### src/rtl/pipe_stage_hs.sv
// pipe_stage_hs: parametrised pipeline stage register with valid/ready handshake, rdy freeze, flush, optional skid
// Build option: define PIPE_SKID_EN for the 2-entry skid variant (registered in_ready); default is single entry.
// Ports:
//   clk, rst             clock, synchronous active-high reset
//   rdy                  global enable, 0 freezes all state
//   flush                kill held and incoming entries
//   in_valid/in_ready    upstream handshake, in_data payload
//   out_valid/out_ready  downstream handshake, out_data registered payload
//   occ                  entries held (0..1, or 0..2 with skid)
module pipe_stage_hs #(
  parameter int DATA_W = 32,
  parameter logic [DATA_W-1:0] RST_DATA = '0,
  parameter bit FLUSH_CLR = 1'b1
) (
  input  logic              clk,
  input  logic              rst,
  input  logic              rdy,
  input  logic              flush,
  input  logic              in_valid,
  output logic              in_ready,
  input  logic [DATA_W-1:0] in_data,
  output logic              out_valid,
  input  logic              out_ready,
  output logic [DATA_W-1:0] out_data,
  output logic [1:0]        occ
);
  typedef enum logic [1:0] {EMPTY = 2'd0, ONE = 2'd1, TWO = 2'd2} state_t;
  state_t r_state, w_state_nxt;
  logic [DATA_W-1:0] r_data, r_skid;
  logic w_out_valid, w_accept, w_emit;
  assign w_out_valid = r_state != EMPTY;
  assign out_valid = w_out_valid;
  assign out_data = r_data;
  // State encoding doubles as the occupancy count.
  assign occ = r_state;
`ifdef PIPE_SKID_EN
  localparam bit SKID = 1'b1;
  // Depends only on state, so no combinational path from out_ready.
  assign in_ready = rdy & ~rst & ~flush & (r_state != TWO);
`else
  localparam bit SKID = 1'b0;
  assign in_ready = rdy & ~rst & ~flush & (~w_out_valid | out_ready);
`endif
  assign w_accept = in_valid & in_ready;
  assign w_emit = rdy & w_out_valid & out_ready;
  always_comb begin
    w_state_nxt = r_state;
    if (flush)
      w_state_nxt = EMPTY;
    else if (r_state == TWO)
      w_state_nxt = w_emit ? ONE : TWO;
    else if (w_accept)
      w_state_nxt = (SKID && w_out_valid && !w_emit) ? TWO : ONE;
    else if (w_emit)
      w_state_nxt = EMPTY;
  end
  always_ff @(posedge clk) begin
    if (rst) begin
      r_state <= EMPTY;
      r_data  <= RST_DATA;
      r_skid  <= RST_DATA;
    end else if (rdy) begin
      r_state <= w_state_nxt;
      if (flush) begin
        if (FLUSH_CLR) begin
          r_data <= RST_DATA;
          r_skid <= RST_DATA;
        end
      end else if (r_state == TWO) begin
        if (w_emit) r_data <= r_skid;
      end else if (w_accept) begin
        // Out register stalled: park the newer payload in the skid entry.
        if (SKID && w_out_valid && !w_emit) r_skid <= in_data;
        else r_data <= in_data;
      end
    end
  end
endmodule

### config.mk
export PLATFORM = sky130hd
export DESIGN_NAME = pipe_stage_hs
export DESIGN_NICKNAME = d
export VERILOG_FILES = /design/src/rtl/pipe_stage_hs.sv
export SDC_FILE = /design/constraint.sdc
export NUM_CORES = 1
export LEC_CHECK = 0
export ABC_AREA = 1
export CORE_UTILIZATION = 31
export CTS_CLUSTER_DIAMETER = 40
export DETAILED_ROUTE_END_ITERATION = 8
export GPL_TIMING_DRIVEN = 0
export RECOVER_POWER = 100
export SLEW_MARGIN = 0
export SYNTH_ARGS = -nofsm -noshare
export SYNTH_HDL_FRONTEND = slang
export SYNTH_SLANG_ARGS = --single-unit
### constraint.sdc
create_clock -name clk -period 1.8 [get_ports clk]
set_input_delay 0.54 -clock clk [delete_from_list [all_inputs] [get_ports clk]]
set_output_delay 0.54 -clock clk [all_outputs]
set_load 0.005 [all_outputs]
==> flow_summary_export.csv, run 1 <==
group,metric,value,unit
clock_tree,numCtsBuffers,5,
logic_synthesis,yosysUniqueCellTypes,20,
logic_synthesis,ys_ff_latch,34,
route,via_per_inst,4.250,
grt,grt-ovfl-total,0,
setup_path,crit_family,"buffers and inverters",
placement,hpwl,3.408,mm
route,drtIter0Drc,49,
setup_path,r2r_start,"occ[1]",
clock_tree,htree_num_levels,2,
clock_tree,cts.path.max_buffers,2,
logic_synthesis,yosys_warnings,0,
timing,finalSetupViolations,0,
setup_path,startpoint,"out_data[31]",
run_status,status,"finished, final reports clean",
timing,finalCritPeriodShare,0.9557,
grt,grt_pass1_vias,1723,
clock_tree,hold_buffers,0,
hold_path,hp-class,"register to register",
route,wl,4.711,mm
hold_path,hold_depth,2,
setup_path,critPathArrivalTime,1.18,ns
floorplan,start_util,0.3311,
timing,final_hold_viol_count,0,
floorplan,die_w,79.86,um
power_and_ir_drop,ir_drop,274.8,uV
setup_path,endpoint_kind,"output port",
final_layout,area_growth,47.47,%
clock_tree,cts_root_buf,"clkbuf_8",
power_and_ir_drop,power_density,661.6,nW/um2
setup_path,path_class,"register to output port",
power_and_ir_drop,sw_frac_of_total,0.2681,
hold_path,hold_end,"occ[1]",
setup_path,ff2ff_setup_slack,0.22,ns
setup_path,r2r_cells,10,
setup_path,path_cells,"dlygate4sd3_1",
power_and_ir_drop,power_frac_seq,0.451,
clock_tree,clkSlewWorstSetupHoldPaths,0.06,ns
route,first_pass_iters,4,
timing,slew_viol_final,0,
timing,rsz0062_at_grt,"false",
floorplan,fp.dieH,79.86,um
floorplan,fp.coreArea,5675,um2
logic_synthesis,synth_top_area_share,0.3622,
logic_synthesis,synth-seq-area-share,0.3622,
power_and_ir_drop,finalPower,1.834,mW
route,route.detailed.drc,0,
grt,grt_pass1_wl,7.728,mm
timing,clock_skew,0.007771,ns
timing,tightest_slew,0.4874,ns
final_layout,fin_nets,421,
logic_synthesis,netlist_instances,304,
final_layout,finalInstanceArea,2771,um2
setup_path,crit_fanout,2,
clock_tree,clk-insertion-delay-late,0.28,ns
timing,max_freq,0.5813,GHz
placement,placed_cells,447,
logic_synthesis,syn_nets,342,
flow_run,drv_cap,0,
route,vias,1938,
setup_path,critPathMaxStageDelay,0.58,ns
clock_tree,tritoncts,"built",
power_and_ir_drop,power.leakage,1.380,nW
logic_synthesis,yosysTopAreaCell,"dfxtp_1",
setup_path,worstSetupStartpointType,"register",
hold_path,worstHoldStart,"occ[1]",
floorplan,io-pin-count,74,
power_and_ir_drop,p_int,1.342,mW
placement,dpl_cell_area,2680,um2
power_and_ir_drop,power_switching,491.6,uW
power_and_ir_drop,power_frac_comb,0.232,
placement,place.gp.congestion,0.7713,
floorplan,die_area,6378,um2
setup_path,path_buf_inv,1,
power_and_ir_drop,clkPwrFrac,0.317,
logic_synthesis,syn_area,1879,um2
logic_synthesis,syn_avg_cell_area,6.182,um2
final_layout,antenna_cells,0,
route,routedWlPerCell,10.33,um
setup_path,r2r-end,"out_data[24]",
route,ant_nets,0,
logic_synthesis,synthTopCellsByArea,"dfxtp_1 (36%), nand2_1 (21%), inv_1 (9.6%)",
timing,timing.slew.headroom,0.6750,
final_layout,drive_gt1_frac,0.1224,
grt,grt_max_degree,11,
setup_path,slowest_stage,"dlygate4sd3_1",
clock_tree,cts_sinks,34,
placement,io_buffer_count,71,
grt,track_usage,0.1596,
final_layout,final_cells,456,
setup_path,crit_required,1.26,ns
grt,antenna_found_initial,0,
timing,fin_crit,1.720,ns
floorplan,rows,27,
[area by class of cell]
cell class / instances / area, um2
timing repair buffer: 72 / 706.9
clock inverter: 1 / 5.005
inverter: 65 / 245.2
sequential: 34 / 683.2
buffer: 18 / 123.9
clock buffer: 7 / 86.33
tap: 72 / 90.09
fill: 608 / 2904
multi-input combinational: 187 / 830.8
[flip-flops by register name, indices dropped and copies added (netlist names)]
name,count
occ,2
out_data,32
[how the worst max path moves through the flow]
stage | end | slack (ns) | cells past startpoint
floorplan | out_data[15] | 0.18 | 10
global placement | in_ready | -0.60 | 5
detailed placement | in_ready | -0.61 | 5
CTS | in_ready | 0.0004 | 5
global route | out_data[29] | 0.02 | 12
finish | out_data[31] | 0.08 | 1
[cells in the final DEF (no fill, tap or decap)]
master / synthesis / routed
nand2_1: 103 / 103
clkdlybuf4s50_1: 0 / 56
inv_1: 48 / 47
nor2_1: 42 / 43
dfxtp_1: 34 / 32
nand4_1: 27 / 27
inv_2: 16 / 16
dlygate4sd3_1: 0 / 11
buf_6: 7 / 6
clkbuf_1: 5 / 6
clkbuf_8: 0 / 6
buf_2: 3 / 3
a21oi_1: 3 / 3
clkinv_2: 1 / 2
buf_4: 0 / 2
nor2_2: 3 / 2
nand3_4: 2 / 2
buf_1: 3 / 2
clkbuf_2: 0 / 2
nand3_1: 2 / 2
dfxtp_2: 0 / 2
o21ai_2: 0 / 1
and2_0: 0 / 1
nand3_2: 1 / 1
a21oi_2: 1 / 1
clkbuf_4: 0 / 1
clkinv_1: 0 / 1
nand3b_1: 1 / 1
clkdlybuf4s15_1: 0 / 1
dlygate4sd2_1: 0 / 1
[per-stage QoR]
| stage | TNS [ns] | utilization | setup slack [ns] | hold WS (ns) |
|---|---|---|---|---|
| after floorplan | 0 | - | 0.1848 | 0.4740 |
| after global placement | -10.11 | 0.4722 | -0.6042 | 0.4961 |
| after detailed placement | -10.59 | 0.4722 | -0.6093 | 0.4995 |
| after CTS | 0 | 0.4914 | 0.0003629 | 0.4952 |
| after global routing | 0 | 0.4883 | 0.01746 | 0.5256 |
| final | 0 | 0.4883 | 0.07979 | 0.4891 |
[cells by family (layout without fill, tap and decap cells)]
logic type | count (synthesis) | after routing | synth area share
AND/OR/NAND/NOR | 182 | 182 | 0.4261
buffers and inverters | 83 | 163 | 0.1964
flip-flops | 34 | 34 | 0.3622
AO/OA/AOI/OAI | 5 | 5 | 0.01531
[synth_stat cells (all sizes together)]
library cell and number:
nand2 103, inv 64, nor2 45, dfxtp 34, nand4 27, buf 13
clkbuf 5, nand3 5, a21oi 4, and2 1, clkinv 1, nand3b 1
o21ai 1
[power groups by stage]
stage	clock network [mW]	registers (mW)	logic [mW]
3_3_place_gp	0	0.845	0.435
6_report	0.581	0.827	0.426
4_1_cts	0.609	0.828	0.440
5_1_grt	0.659	0.834	0.483
3_5_place_dp	0	0.846	0.437
2_1_floorplan	0	0.848	0.214
[per-layer routing]
metal | wire length [um] | track usage | vias up | part of all wire
met5 | 0 | 0 | - | 0
met4 | 37 | 0.03750 | 0 | 0.0079
met3 | 314 | 0.05600 | 4 | 0.067
met2 | 2162 | 0.2735 | 66 | 0.46
met1 | 2196 | 0.1896 | 810 | 0.47
li1 | - | - | 1058 | -
[tightest hold or removal path: stages, from the launching register on]
cell and delay (ns):
dfxtp_2 0.34, nand2_1 0.06, a21oi_1 0.05
[timing repair]
item | CTS | global route
pin swaps | 1 | 0
endpoints found under the setup margin | 27 | 3
setup buffers | 1 | 0
gates resized for setup | 13 | 5
(Power assumes the default switching activity.)
==> run 2: changes to the inputs <==
- GPL_ROUTABILITY_DRIVEN: unset -> 0
==> results of run 2 <==
Same layout as run 1: the final DEF is identical, and so are final timing and power.
==> run 3: changes to the inputs <==
- TNS_END_PERCENT: unset -> 50
==> results of run 3 <==
Same layout as run 1: the final DEF is identical, and so are final timing and power.
